--- src/rtl/adder_16_wide_seq.sv ---
// adder_16_wide_seq
// Multi-cycle wide adder sequencer. Operand words arrive LSW-first on a
// valid/ready stream; each word is pushed through an external combinational
// 16-bit adder slice, the slice carry-out is held for the next word, and every
// sum word is captured in a one-entry output register. A WORDS*16-bit add
// completes at one word per cycle using a single 16-bit adder.
module adder_16_wide_seq #(
    parameter int WORDS = 4,
    parameter int IDX_W = 2
) (
    input  logic        clk,
    input  logic        rst_n,
    input  logic        clr,
    input  logic        in_valid,
    output logic        in_ready,
    input  logic [15:0] in_a,
    input  logic [15:0] in_b,
    input  logic        in_cin,
    output logic [15:0] add_in1,
    output logic [15:0] add_in2,
    output logic        add_cin,
    input  logic [15:0] add_sum,
    input  logic        add_cout,
    output logic        out_valid,
    input  logic        out_ready,
    output logic [15:0] out_sum,
    output logic        out_last,
    output logic        out_cout,
    output logic        out_ovf,
    output logic        busy
);

    localparam logic [IDX_W-1:0] LAST_IDX = IDX_W'(WORDS - 1);

    // Word counter and inter-word carry.
    logic [IDX_W-1:0] word_idx_reg;
    logic             carry_reg;

    // One-entry output stage.
    logic        out_valid_reg;
    logic [15:0] out_sum_reg;
    logic        out_last_reg;
    logic        out_cout_reg;
    logic        out_ovf_reg;

    logic accept;
    logic last_word;
    logic ovf_next;

    // Word 0 takes the operation's carry-in; later words chain the stored carry.
    assign add_in1 = in_a;
    assign add_in2 = in_b;
    assign add_cin = (word_idx_reg == '0) ? in_cin : carry_reg;

    // The buffer can take a new beat whenever it is empty or draining this cycle;
    // an abort cycle never accepts.
    assign in_ready  = !clr && (!out_valid_reg || out_ready);
    assign accept    = in_valid && in_ready;
    assign last_word = (word_idx_reg == LAST_IDX);

    // Signed overflow only depends on the MSW: same-sign operands, different-sign sum.
    assign ovf_next = (in_a[15] == in_b[15]) && (add_sum[15] != in_a[15]);

    assign busy      = (word_idx_reg != '0);
    assign out_valid = out_valid_reg;
    assign out_sum   = out_sum_reg;
    assign out_last  = out_last_reg;
    assign out_cout  = out_cout_reg;
    assign out_ovf   = out_ovf_reg;

    // Word sequencing: advance per accepted beat, restart on abort or after the MSW.
    always_ff @(posedge clk or negedge rst_n) begin
        if (!rst_n) begin
            word_idx_reg <= '0;
            carry_reg    <= 1'b0;
        end else if (clr) begin
            word_idx_reg <= '0;
            carry_reg    <= 1'b0;
        end else if (accept) begin
            carry_reg    <= add_cout;
            word_idx_reg <= last_word ? '0 : word_idx_reg + IDX_W'(1);
        end
    end

    // Output register: load on accept, drop valid on drain, otherwise hold.
    // Abort does not touch it, so a pending word is still delivered.
    always_ff @(posedge clk or negedge rst_n) begin
        if (!rst_n) begin
            out_valid_reg <= 1'b0;
            out_sum_reg   <= 16'h0000;
            out_last_reg  <= 1'b0;
            out_cout_reg  <= 1'b0;
            out_ovf_reg   <= 1'b0;
        end else if (accept) begin
            out_valid_reg <= 1'b1;
            out_sum_reg   <= add_sum;
            out_last_reg  <= last_word;
            out_cout_reg  <= last_word ? add_cout : 1'b0;
            out_ovf_reg   <= last_word ? ovf_next : 1'b0;
        end else if (out_valid_reg && out_ready) begin
            out_valid_reg <= 1'b0;
        end
    end

endmodule

--- config.mk ---
export PLATFORM = sky130hd
export DESIGN_NAME = adder_16_wide_seq
export DESIGN_NICKNAME = d
export VERILOG_FILES = /design/src/rtl/adder_16_wide_seq.sv
export SDC_FILE = /design/constraint.sdc
export NUM_CORES = 1
export LEC_CHECK = 0
export CORE_MARGIN = 4
export CORE_UTILIZATION = 40
export DETAILED_ROUTE_END_ITERATION = 16
export DONT_BUFFER_PORTS = 1
export PLACE_DENSITY = 0.52
export SLEW_MARGIN = 20
export SYNTH_ARGS = -nofsm -noshare
export SYNTH_HDL_FRONTEND = slang
export SYNTH_SLANG_ARGS = --single-unit
--- constraint.sdc ---
create_clock -name clk -period 2 [get_ports clk]
set_input_delay 0.2 -clock clk [delete_from_list [all_inputs] [get_ports clk]]
set_output_delay 0.2 -clock clk [all_outputs]
set_load 0.02 [all_outputs]
==> flow_summary.ini <==
[timing]
fmax_mhz = 642
setup-tns-final_ns = 0
finalSetupViolCount = 0
finalHoldViolCount = 0
min_period_over_period_pct = 77.8
rsz0062_at_grt = no
min_period_ns = 1.56
slew_headroom_pct = 66.9
max_slew.worst_pin.slew_ns = 0.496
final_max_slew_viol_count = 0
fin_skew_ns = 0.00333

[logic_synthesis]
synth_edf_count = 0
yosysMostFrequentCell = buf_4
ys.flop_type = dfrtp_1
synthCells = 100
syn-num-nets = 157
syn-cell-area_um2 = 1220
synth_cell_types = 19
synth_seq_cells = 23
yosys-top-cells-count = 32 x buf_4, 23 x dfrtp_1, 19 x mux2_2
avgSynthCellArea_um2 = 12.2
synth.area.top_cells = dfrtp_1 47%, buf_4 20%, mux2_2 17%, ha_1 2.0%, buf_6 1.8%
ys_warn_count = 0
synth_top_area_share_pct = 47.0
async_flop_share_pct = 100
yosysTopAreaCell = dfrtp_1
ys_seq_area_share_pct = 47.0

[global_route]
grt_pass1_vias = 660
grt_pass1_wl_um = 3590
antenna_found_initial = 0
gr-total-overflow = 0
track_usage_pct = 11.4
grt_max_degree = 24

[outcome]
run_status = finished, final reports clean

[critical_path]
crit_required_ns = 1.80
critPathSlowestCell = dfrtp_1
critical_path_arrival_ns = 1.36
crit_buf_inv = 1
path_cells = inv_1, ha_1, mux2_2
crit_fanout = 4
path_class = flip-flop to output port
slowest_delay_ns = 0.42
crit_path_end_kind = output port
critPathTopFamily = flip-flops
cp-start-kind = flip-flop

[routing]
vias_per_cell = 5.32
first_pass_iters = 3
drt-met1-wl_um = 659
num_vias = 564
drtIter0Drc = 2
ant_nets = 0
wl_per_cell_um = 20.9
drc = 0
met2_length_um = 1180
dr_wl_met3_um = 338
routed.top_layer = met4
routed_wl_um = 2220

[final_layout]
largest_reg_flops = 16
fillers = 278
instances_no_fill = 106
syn2layout_area_growth_pct = -12.9
antenna_cells = 0
drive_gt1_share_pct = 37.3
layout.nets = 133

[power_and_ir_drop]
pwr_density_cell_nw_per_um2 = 935
ir_drop_uv = 580
leakage_nw = 0.479

[place]
hpwl_um = 1820
gp_congestion = 0.634
io_buffers = 0
place_inst = 99

[clock_tree]
cts_buffers = 3
clk_latency_ns = 0.30
clock-sinks = 23
clockRootBuffer = clkbuf_4
htreeDepth = 1
cts_tree = yes
path_clk_slew_ns = 0.12
cts_buffer_depth = 2

[floorplan]
rows = 19
ioPinCount = 110
start_util_pct = 43.3
die_y_um = 63.3
dieArea_um2 = 4010
core_um2 = 2830
die_w_um = 63.3

[flow_run]
maxCapViolations = 0

[min_path]
worstHoldPathType = input pin to flip-flop
## layout make-up
class / count / area, um^2 / area share (%)
Multi-Input combinational cell: 37 / 363 / 34.0
Tap cell: 31 / 38.8 / 3.64
Inverter: 6 / 22.5 / 2.11
Sequential cell: 23 / 576 / 54.0
Timing Repair Buffer: 5 / 40.0 / 3.76
Clock buffer: 4 / 26.3 / 2.46
## cell families (layout without fill, tap and decap cells)
group                    after synthesis  after routing  synth area share [%]
adder cells (fa/ha/maj)                2              2                  2.04
multiplexers                          22             22                  20.0
buffers and inverters                 40             15                  23.3
AO/OA/AOI/OAI                          3              3                  1.23
AND/OR/NAND/NOR                       10             10                  6.34
flip-flops                            23             23                  47.0
## what timing repair did
item,CTS,global route
hold buffers,2,1
endpoints found under the hold margin,24,23
setup buffers,0,0
gates resized for setup,0,0
## metal layers
layer | vias to the layer above | GRT usage (%)
met5 | - | 0
met4 | 0 | 6.74
li1 | 239 | -
met2 | 40 | 19.5
met1 | 273 | 10.2
met3 | 12 | 6.75
## through the flow
stage          hold slack, ns  worst slack (ns)  utilization [%]  power [mW]  area (um^2)
2_1_floorplan         -0.0956             0.593                -       0.860         1220
3_3_place_gp          -0.0951             0.526             35.9       0.788         1010
3_5_place_dp          -0.0951             0.500             35.9       0.794         1010
4_1_cts                0.0169             0.413             37.5        1.02         1060
5_1_grt                0.0120             0.349             37.7        1.06         1070
6_report               0.0276             0.443             37.7       0.997         1070
## power breakdown
| group | leakage [nW] | total [mW] | switching (mW) | internal (mW) |
|---|---|---|---|---|
| Sequential | 0.282 | 0.657 | 0.125 | 0.533 |
| Combinational | 0.182 | 0.133 | 0.0574 | 0.0757 |
| Clock | 0.0150 | 0.206 | 0.129 | 0.0777 |
## worst paths after layout
path	startpoint	to	slack, ns	depth (start not counted)
min in group asynchronous	rst_n	out_sum[2]$_DFFE_PN0P_	0.39	2
setup reg to reg	out_valid$_DFFE_PN0P_	out_sum[6]$_DFFE_PN0P_	0.50	4
setup / recovery	word_idx_reg[0]$_DFFE_PN0P_	add_cin	0.44	3
hold reg to reg	word_idx_reg[0]$_DFFE_PN0P_	word_idx_reg[0]$_DFFE_PN0P_	0.60	2
max in group asynchronous	rst_n	carry_reg$_DFFE_PN0P_	1.28	2
hold / removal	add_cout	out_cout$_DFFE_PN0P_	0.03	2
## cell usage in the layout (no fill, tap or decap), drive strengths merged
cell type / Yosys / layout
dfrtp: 23 / 23
mux2: 20 / 20
inv: 6 / 6
clkbuf: 0 / 4
buf: 34 / 3
nor2: 2 / 2
mux2i: 2 / 2
o21ai: 2 / 2
ha: 2 / 2
dlygate4sd3: 0 / 2
nor2b: 1 / 1
nor3: 1 / 1
and2b: 1 / 1
or2: 1 / 1
nand2: 1 / 1
nor3b: 1 / 1
and3b: 1 / 1
or3: 1 / 1
a21oi: 1 / 1
Note: power is estimated with default switching activity, not from simulation.
